`src/rtl/coincidence_auto_aligner_pkg.sv`:
```
// Shared constants, CSR word layouts and FSM states for the coincidence auto-aligner.
package coincidence_auto_aligner_pkg;

  localparam int unsigned ADDR_W          = 24;
  localparam int unsigned CHAN_W          = 8;
  localparam int unsigned CSR_W           = 32;
  localparam int unsigned CNT_W           = 32;
  localparam int unsigned EDGE_CNT_W      = 16;
  localparam int unsigned CSR_ACQ_BIT     = 31;
  localparam int unsigned CSR_SETOFF_BIT  = 30;
  localparam int unsigned CSR_REALIGN_BIT = 29;
  localparam int unsigned HOLD_CLKS       = 8;

  // Histogram read request: channel in the top byte, bin address below.
  typedef struct packed {
    logic [CHAN_W-1:0] chan;
    logic [ADDR_W-1:0] addr;
  } csr_read_t;

  // Offset write: command bits, reserved gap, offset value.
  typedef struct packed {
    logic [2:0]        cmd;
    logic [4:0]        rsvd;
    logic [ADDR_W-1:0] off;
  } csr_offset_t;

  typedef enum logic [3:0] {
    ST_IDLE,
    ST_ACQ,
    ST_ACQ_HOLD,
    ST_POLL,
    ST_SCAN_REQ,
    ST_SETTLE,
    ST_EVAL,
    ST_WRAP,
    ST_RESULT,
    ST_WR_OFF,
    ST_WR_REALIGN,
    ST_DONE
  } state_e;

  // Single-bit command word (acquire / realign).
  function automatic logic [CSR_W-1:0] csr_cmd_word(input int unsigned bit_pos);
    csr_cmd_word = CSR_W'(1) << bit_pos;
  endfunction

  function automatic logic [CSR_W-1:0] csr_read_word(input logic [CHAN_W-1:0] chan,
                                                     input logic [ADDR_W-1:0] addr);
    csr_read_t w;
    w.chan = chan;
    w.addr = addr;
    csr_read_word = w;
  endfunction

  function automatic logic [CSR_W-1:0] csr_offset_word(input logic [ADDR_W-1:0] off);
    csr_offset_t w;
    w.cmd  = 3'b010;
    w.rsvd = 5'd0;
    w.off  = off;
    csr_offset_word = w;
  endfunction

endpackage

```
`src/rtl/coincidence_auto_aligner_edge_tracker.sv`:
```
// Tracks previous/first bin level, detects the selected edge (including the wrap pair)
// and keeps the last edge index plus a saturating edge count.
module coincidence_auto_aligner_edge_tracker
  import coincidence_auto_aligner_pkg::*;
(
  input  logic                  clk_i,
  input  logic                  rst_i,
  input  logic                  clear_i,
  input  logic                  falling_i,
  input  logic                  eval_i,
  input  logic                  first_i,
  input  logic                  wrap_i,
  input  logic [ADDR_W-1:0]     addr_i,
  input  logic                  high_i,
  output logic [ADDR_W-1:0]     edge_index_o,
  output logic [EDGE_CNT_W-1:0] edge_count_o
);

  logic                  p_q, p_d;
  logic                  h0_q, h0_d;
  logic [ADDR_W-1:0]     index_q, index_d;
  logic [EDGE_CNT_W-1:0] count_q, count_d;
  logic                  cur_h_c;
  logic                  compare_c;
  logic                  edge_c;

  // Edge detection and next-state for the tracker registers.
  always_comb begin
    p_d       = p_q;
    h0_d      = h0_q;
    index_d   = index_q;
    count_d   = count_q;
    cur_h_c   = wrap_i ? h0_q : high_i;
    compare_c = wrap_i | (eval_i & ~first_i);
    edge_c    = compare_c & (falling_i ? (~cur_h_c & p_q) : (cur_h_c & ~p_q));
    if (clear_i) begin
      p_d     = 1'b0;
      h0_d    = 1'b0;
      index_d = '0;
      count_d = '0;
    end else begin
      if (eval_i) begin
        p_d = high_i;
        if (first_i) h0_d = high_i;
      end
      if (edge_c) begin
        index_d = wrap_i ? '0 : addr_i;
        if (count_q != {EDGE_CNT_W{1'b1}}) count_d = count_q + EDGE_CNT_W'(1);
      end
    end
  end

  // Tracker state registers.
  always_ff @(posedge clk_i) begin
    if (rst_i) begin
      p_q     <= 1'b0;
      h0_q    <= 1'b0;
      index_q <= '0;
      count_q <= '0;
    end else begin
      p_q     <= p_d;
      h0_q    <= h0_d;
      index_q <= index_d;
      count_q <= count_d;
    end
  end

  assign edge_index_o = index_q;
  assign edge_count_o = count_q;

endmodule

```
`src/rtl/coincidence_auto_aligner.sv`:
```
// Drives a coincidence recorder CSR through acquire, histogram scan, edge search
// and offset/realign writes, replacing the software alignment loop.
module coincidence_auto_aligner
  import coincidence_auto_aligner_pkg::*;
#(
  parameter int unsigned BINS          = 400,
  parameter int unsigned CHANNEL_COUNT = 2,
  parameter int unsigned DATA_WIDTH    = 3,
  parameter int unsigned THRESHOLD     = 1,
  parameter int unsigned EDGE_ADVANCE  = 2,
  parameter int unsigned SETTLE_CLKS   = 16,
  parameter int unsigned ACQ_TIMEOUT   = 1048576,
  parameter int unsigned AUTO_REALIGN  = 1
) (
  input  logic        sysClk,
  input  logic        sysReset,
  input  logic        start,
  input  logic [7:0]  chan,
  input  logic        fallingEdge,
  output logic        busy,
  output logic        done,
  output logic [23:0] edgeIndex,
  output logic [15:0] edgeCount,
  output logic [1:0]  fault,
  output logic        recStrobe,
  output logic [31:0] recGPIO_OUT,
  input  logic [31:0] recCsr
);

  localparam int unsigned SUM_W = ADDR_W + 2;

  state_e               state_q, state_d;
  logic [ADDR_W-1:0]    addr_q, addr_d;
  logic [CNT_W-1:0]     cnt_q, cnt_d;
  logic [CHAN_W-1:0]    chan_q, chan_d;
  logic                 falling_q, falling_d;
  logic [1:0]           fault_q, fault_d;
  logic                 busy_q, busy_d;
  logic                 done_q, done_d;
  logic                 strobe_q, strobe_d;
  logic [CSR_W-1:0]     wdata_q, wdata_d;

  logic                 accept_c;
  logic                 high_c;
  logic                 rec_busy_c;
  logic [SUM_W-1:0]     off_sum_c;
  logic [ADDR_W-1:0]    off_c;
  logic [ADDR_W-1:0]    edge_index_w;
  logic [EDGE_CNT_W-1:0] edge_count_w;
  logic                 unused_csr_c;

  assign high_c       = recCsr[DATA_WIDTH-1:0] >= DATA_WIDTH'(THRESHOLD);
  assign rec_busy_c   = recCsr[CSR_ACQ_BIT];
  assign unused_csr_c = ^recCsr[CSR_W-2:DATA_WIDTH];

  // Offset = edge - advance, wrapped into [0, BINS) without underflow.
  always_comb begin
    off_sum_c = SUM_W'(edge_index_w) + SUM_W'(BINS) - SUM_W'(EDGE_ADVANCE);
    if (off_sum_c >= SUM_W'(BINS)) off_sum_c = off_sum_c - SUM_W'(BINS);
    off_c = ADDR_W'(off_sum_c);
  end

  coincidence_auto_aligner_edge_tracker u_edge_tracker (
    .clk_i        (sysClk),
    .rst_i        (sysReset),
    .clear_i      (accept_c),
    .falling_i    (falling_q),
    .eval_i       (state_q == ST_EVAL),
    .first_i      (addr_q == '0),
    .wrap_i       (state_q == ST_WRAP),
    .addr_i       (addr_q),
    .high_i       (high_c),
    .edge_index_o (edge_index_w),
    .edge_count_o (edge_count_w)
  );

  // Sequencer next-state, timers and CSR write mux.
  always_comb begin
    state_d   = state_q;
    addr_d    = addr_q;
    cnt_d     = cnt_q;
    chan_d    = chan_q;
    falling_d = falling_q;
    fault_d   = fault_q;
    strobe_d  = 1'b0;
    wdata_d   = '0;
    accept_c  = 1'b0;

    unique case (state_q)
      ST_IDLE: begin
        if (start) begin
          accept_c  = 1'b1;
          chan_d    = chan;
          falling_d = fallingEdge;
          addr_d    = '0;
          cnt_d     = '0;
          if (32'(chan) >= CHANNEL_COUNT) begin
            fault_d = 2'b01;
            state_d = ST_DONE;
          end else begin
            fault_d  = 2'b00;
            state_d  = ST_ACQ;
            strobe_d = 1'b1;
            wdata_d  = csr_cmd_word(CSR_ACQ_BIT);
          end
        end
      end
      ST_ACQ: begin
        cnt_d   = '0;
        state_d = ST_ACQ_HOLD;
      end
      ST_ACQ_HOLD: begin
        if (cnt_q == CNT_W'(HOLD_CLKS - 1)) begin
          cnt_d   = '0;
          state_d = ST_POLL;
        end else begin
          cnt_d = cnt_q + CNT_W'(1);
        end
      end
      ST_POLL: begin
        if (!rec_busy_c) begin
          state_d  = ST_SCAN_REQ;
          strobe_d = 1'b1;
          wdata_d  = csr_read_word(chan_q, addr_q);
        end else if (cnt_q == CNT_W'(ACQ_TIMEOUT - 1)) begin
          fault_d = 2'b10;
          state_d = ST_DONE;
        end else begin
          cnt_d = cnt_q + CNT_W'(1);
        end
      end
      ST_SCAN_REQ: begin
        cnt_d   = '0;
        state_d = ST_SETTLE;
      end
      ST_SETTLE: begin
        if (cnt_q == CNT_W'(SETTLE_CLKS - 1)) begin
          state_d = ST_EVAL;
        end else begin
          cnt_d = cnt_q + CNT_W'(1);
        end
      end
      ST_EVAL: begin
        if (addr_q == ADDR_W'(BINS - 1)) begin
          state_d = ST_WRAP;
        end else begin
          addr_d   = addr_q + ADDR_W'(1);
          state_d  = ST_SCAN_REQ;
          strobe_d = 1'b1;
          wdata_d  = csr_read_word(chan_q, addr_d);
        end
      end
      ST_WRAP: begin
        state_d = ST_RESULT;
      end
      ST_RESULT: begin
        if (edge_count_w == '0) begin
          fault_d = 2'b01;
          state_d = ST_DONE;
        end else begin
          state_d  = ST_WR_OFF;
          strobe_d = 1'b1;
          wdata_d  = csr_offset_word(off_c);
        end
      end
      ST_WR_OFF: begin
        if (AUTO_REALIGN != 0) begin
          state_d  = ST_WR_REALIGN;
          strobe_d = 1'b1;
          wdata_d  = csr_cmd_word(CSR_REALIGN_BIT);
        end else begin
          state_d = ST_DONE;
        end
      end
      ST_WR_REALIGN: begin
        state_d = ST_DONE;
      end
      ST_DONE: begin
        state_d = ST_IDLE;
      end
      default: begin
        state_d = ST_IDLE;
      end
    endcase

    busy_d = (state_d != ST_IDLE) && (state_d != ST_DONE);
    done_d = (state_d == ST_DONE);
  end

  // Sequencer registers; reset aborts any sequence with no further writes.
  always_ff @(posedge sysClk) begin
    if (sysReset) begin
      state_q   <= ST_IDLE;
      addr_q    <= '0;
      cnt_q     <= '0;
      chan_q    <= '0;
      falling_q <= 1'b0;
      fault_q   <= 2'b00;
      busy_q    <= 1'b0;
      done_q    <= 1'b0;
      strobe_q  <= 1'b0;
      wdata_q   <= '0;
    end else begin
      state_q   <= state_d;
      addr_q    <= addr_d;
      cnt_q     <= cnt_d;
      chan_q    <= chan_d;
      falling_q <= falling_d;
      fault_q   <= fault_d;
      busy_q    <= busy_d;
      done_q    <= done_d;
      strobe_q  <= strobe_d;
      wdata_q   <= wdata_d;
    end
  end

  assign busy        = busy_q;
  assign done        = done_q;
  assign edgeIndex   = edge_index_w;
  assign edgeCount   = edge_count_w;
  assign fault       = fault_q;
  assign recStrobe   = strobe_q;
  assign recGPIO_OUT = wdata_q;

endmodule

```
`config.mk`:
```
export PLATFORM = sky130hd
export DESIGN_NAME = coincidence_auto_aligner
export DESIGN_NICKNAME = d
export VERILOG_FILES = /design/src/rtl/coincidence_auto_aligner_pkg.sv /design/src/rtl/coincidence_auto_aligner_edge_tracker.sv /design/src/rtl/coincidence_auto_aligner.sv
export SDC_FILE = /design/constraint.sdc
export NUM_CORES = 1
export LEC_CHECK = 0
export ABC_CLOCK_PERIOD_IN_PS = 4300
export BUFFER_PORTS_ARGS = -buffer_cell sky130_fd_sc_hd__buf_2
export CORE_MARGIN = 2
export CORE_UTILIZATION = 60
export DETAILED_ROUTE_END_ITERATION = 7
export PLACE_DENSITY = 0.83
export SYNTH_ARGS = -nofsm -noshare
export SYNTH_HDL_FRONTEND = slang
export SYNTH_SLANG_ARGS = --single-unit
```
`constraint.sdc`:
```
create_clock -name sysClk -period 4.3 [get_ports sysClk]
set_input_delay 0.43 -clock sysClk [delete_from_list [all_inputs] [get_ports sysClk]]
set_output_delay 0.43 -clock sysClk [all_outputs]
set_load 0.02 [all_outputs]
```
==> parameters.txt <==
Parameter                              Value

Timing
  Worst clock skew on the final layout    0.00701 ns
  Final Cycle Share    between 80% and 90%
  Worst Hold Slack    0.241 ns
  Worst relative slew slack    29.4%
  Final setup violation count    0
  Fin. Hold Viols    0
  Worst Tran Pin Value    1.06 ns
  Final critical-path required period    about 3.5 ns
  Total Neg Setup Slack    0 ns
  Slew Limit Fails    0
  RSZ-0062 raised after global routing    no
  Max Freq    approximately 290 MHz

Routing
  Count of unresolved DRC violations after routing    0
  Number of search-and-repair iterations in the first detailed-routing pass    5
  Total detailed-routing wirelength    22.2 mm
  Routed length per instance    between 15 and 20 um
  Violation count after the first detailed-routing iteration    880
  Antenna violation net count after detailed routing    0
  Drt via density    6.30
  Routed vias    8,199

Yosys
  Number of enable-type register cells in the synthesized netlist    0
  Top-area cell type share of the netlist area    36.1%
  Number of distinct library cell variants in the gate-level netlist after synthesis    86
  Seq cells post-synth    148
  Netlist Area Pre-Place    8200 um2
  Nets in the synthesized netlist    1,110
  Gate Count Post-Synth    approximately 1,100
  Average size of a mapped cell    7.75 um2
  Most used DFF post-synth    sky130_fd_sc_hd__dfxtp_1
  Part of the Yosys area used for sequential elements    36.1%
  Synth Warn #    0
  Cell type with the largest total area after synthesis    sky130_fd_sc_hd__dfxtp_1
  Proportion of register bits with asynchronous set or reset after synthesis    0%
  Cell types occupying the most area after synthesis    sky130_fd_sc_hd__dfxtp_1, sky130_fd_sc_hd__a21oi_1, sky130_fd_sc_hd__nor2_1

Clock tree
  H-tree depth    4
  Max Root-Sink Buffers    2
  Number of sinks driven by the clock tree    148
  Cts repair resizes    0
  CTS tree    built
  Number of hold buffers added after CTS    0
  CTS root buffer    sky130_fd_sc_hd__clkbuf_16
  Post-CTS setup repair buffer count    0
  CTS Buf Count    17
  Clock network latency to the later pin of the worst-skew pair    roughly 0.43 ns
  Clock transition at the registers of the reported paths    ~0.060 ns

Setup path
  CP Data Arrival Time    around 3.8 ns
  Launching point of the worst reg2reg path    u_edge_tracker.edge_index_o[1]$_SDFFE_PP0P_
  Nature of the critical path endpoint    flip-flop
  Required time reported for the critical path endpoint    4.61 ns
  Worst setup SP type    flip-flop
  Highest net fanout along the worst path    11
  Critical register-to-register path endpoint    recGPIO_OUT[23]$_SDFF_PP0_
  Critical Setup Path Class    reg -> reg
  Worst reg-to-reg setup slack    0.80 ns
  Count of cells along the worst register-to-register path    10
  Startpoint of the most critical setup path    u_edge_tracker.edge_index_o[1]$_SDFFE_PP0P_

Placed design
  Number of placed instances, taps included    about 1,300
  Hpwl dp    about 15 mm
  Port Buffers    92
  RD Place Congestion    0.951

Die
  Height of the die    121 um
  IO Pins    ~120
  Floorplan die width    roughly 120 um
  Floorplan core area    13,300 um2
  Initial core utilization    61.7%
  # rows    42
  Floorplan die area    14,600 um2

Global route
  GRT Util Overall    29.6%
  GR Overflow Total    0
  Wire length of the first global-routing pass    34.9 mm
  Maximum number of pins on one net before global-route repair    43
  Via count of the first global-routing pass    7,083
  Antenna violations before repair    0

Final layout
  Final std cells w/o fill    1,302
  Final layout net count    about 1,200
  Number of antenna repair diodes    0
  Fill cell total of the finished layout    1,147
  Layout Area Growth over Synthesis    12.1%
  Fraction of final layout cells sized beyond drive strength 1    around 15%

Hold path
  Type of the tightest min-delay check    in -> reg
  Hold Crit Depth    3
  Hold path startpoint    fallingEdge
  WHS Endpoint    falling_q$_SDFFE_PP0P_

Pwr
  P_leak    0.00336 uW
  Total power divided by cell area    roughly 340 nW/um2
  IR Drop Worst-Case VDD    240 uV

Job
  Max-capacitance violation count    0

Status
  Status    finished, final reports clean
cell usage in the layout (no fill, tap or decap), drive strengths merged, types with 4 or more instances in the layout:
master | Yosys | routed
a211oi | 5 | 5
a21o | 12 | 12
a21oi | 98 | 98
a311oi | 4 | 4
a31o | 4 | 4
a31oi | 11 | 11
and2 | 18 | 18
and3 | 15 | 15
and4 | 8 | 8
buf | 26 | 102
clkbuf | 36 | 22
clkinv | 1 | 5
dfxtp | 148 | 148
ha | 8 | 8
inv | 22 | 22
mux2i | 4 | 4
nand2 | 113 | 113
nand2b | 6 | 6
nand3 | 71 | 71
nand3b | 5 | 5
nand4 | 24 | 24
nor2 | 117 | 117
nor3 | 32 | 32
nor4 | 33 | 33
o2111ai | 5 | 5
o211ai | 5 | 5
o21ai | 72 | 72
o22ai | 6 | 6
or2 | 9 | 9
or3 | 25 | 25
or4 | 4 | 4
xnor2 | 47 | 47
xor2 | 20 | 20
Yosys cell counts, types with 3 or more instances:
cell	count
sky130_fd_sc_hd__a211oi_2	3
sky130_fd_sc_hd__a21o_1	12
sky130_fd_sc_hd__a21oi_1	97
sky130_fd_sc_hd__a311oi_1	4
sky130_fd_sc_hd__a31oi_1	11
sky130_fd_sc_hd__and2_1	17
sky130_fd_sc_hd__and3_1	15
sky130_fd_sc_hd__and4_1	8
sky130_fd_sc_hd__buf_2	17
sky130_fd_sc_hd__buf_4	7
sky130_fd_sc_hd__clkbuf_1	36
sky130_fd_sc_hd__dfxtp_1	148
sky130_fd_sc_hd__ha_1	8
sky130_fd_sc_hd__inv_1	21
sky130_fd_sc_hd__mux2i_1	4
sky130_fd_sc_hd__nand2_1	113
sky130_fd_sc_hd__nand2b_1	6
sky130_fd_sc_hd__nand3_1	70
sky130_fd_sc_hd__nand3b_1	5
sky130_fd_sc_hd__nand4_1	23
sky130_fd_sc_hd__nor2_1	114
sky130_fd_sc_hd__nor3_1	29
sky130_fd_sc_hd__nor3_2	3
sky130_fd_sc_hd__nor4_1	30
sky130_fd_sc_hd__nor4_2	3
sky130_fd_sc_hd__o2111ai_1	3
sky130_fd_sc_hd__o211ai_1	4
sky130_fd_sc_hd__o21ai_0	61
sky130_fd_sc_hd__o21ai_1	9
sky130_fd_sc_hd__o22ai_1	6
sky130_fd_sc_hd__or2_1	3
sky130_fd_sc_hd__or2_2	6
sky130_fd_sc_hd__or3_1	24
sky130_fd_sc_hd__or4_1	4
sky130_fd_sc_hd__xnor2_1	47
sky130_fd_sc_hd__xor2_1	20
registers in the layout, indices dropped and copies added (netlist names):
name and count:
recGPIO_OUT 32, state_q 4, busy 1, cnt_q 32
u_edge_tracker.edge_count_o 16, u_edge_tracker.p_q 1, falling_q 1, chan_q 8
done 1, addr_q 24, recStrobe 1, u_edge_tracker.h0_q 1
u_edge_tracker.edge_index_o 24, fault 2
cell families after synthesis:
kind of cell / Yosys count / synth area share [%]
compound gates: 256 / 19.9
xor+xnor: 67 / 7.15
fa+ha+maj: 8 / 1.22
buf+inv: 85 / 4.56
flops: 148 / 36.1
mux: 5 / 0.625
simple gates: 489 / 30.4
stage by stage:
stage          instance area [um2]  setup slack (ns)  power [uW]  utilization [%]
2_1_floorplan                 8200              1.46        1680                -
3_3_place_gp                  8670              1.07        1750             65.2
3_5_place_dp                  8670             0.977        1750             65.2
4_1_cts                       9190             0.865        3090             69.2
5_1_grt                       9190             0.601        3180             69.2
6_report                      9190             0.800        3090             69.2
worst max-delay path by stage:
stage	endpoint
floorplan	recGPIO_OUT[17]$_SDFF_PP0_
global placement	recGPIO_OUT[19]$_SDFF_PP0_
detailed placement	recGPIO_OUT[23]$_SDFF_PP0_
CTS	recGPIO_OUT[23]$_SDFF_PP0_
global route	recGPIO_OUT[23]$_SDFF_PP0_
finish	recGPIO_OUT[23]$_SDFF_PP0_
layer usage:
| metal | GRT usage, % | up-vias | part of all wire (%) |
|---|---|---|---|
| li1 | - | 3918 | - |
| met1 | 39.7 | 3826 | 43 |
| met2 | 47.2 | 390 | 46 |
| met3 | 4.75 | 65 | 7.8 |
| met4 | 12.9 | 0 | 3.4 |
| met5 | 0 | - | 0 |
layout make-up:
class,instances,area [um2],share of cell area (%)
inverter,23,86.3,0.939
clock inverter,6,57.6,0.626
timing repair buffer,102,536,5.82
multi-input combinational,825,4870,52.9
tap,176,220,2.40
clock buffer,22,464,5.05
sequential,148,2960,32.2
where the power goes:
part / total [uW] / internal, uW / leakage (uW) / switching, uW
Combinational: 301 / 82.4 / 0.00191 / 219
Clock: 1360 / 808 / 0.000257 / 554
Sequential: 1430 / 1400 / 0.00119 / 31.4
critical path: stages (launching register included):
cell                       delay, ns
sky130_fd_sc_hd__dfxtp_1        0.43
sky130_fd_sc_hd__inv_1          0.12
sky130_fd_sc_hd__ha_1           0.26
sky130_fd_sc_hd__nor2b_2        0.21
sky130_fd_sc_hd__o21ai_2        0.53
sky130_fd_sc_hd__nand3_1        0.17
sky130_fd_sc_hd__xor2_1         0.36
sky130_fd_sc_hd__nand4b_2       0.40
sky130_fd_sc_hd__nor3_2         0.44
sky130_fd_sc_hd__a31oi_1        0.14
sky130_fd_sc_hd__o31ai_1        0.32
No activity file was read; power rests on OpenSTA's default activity.
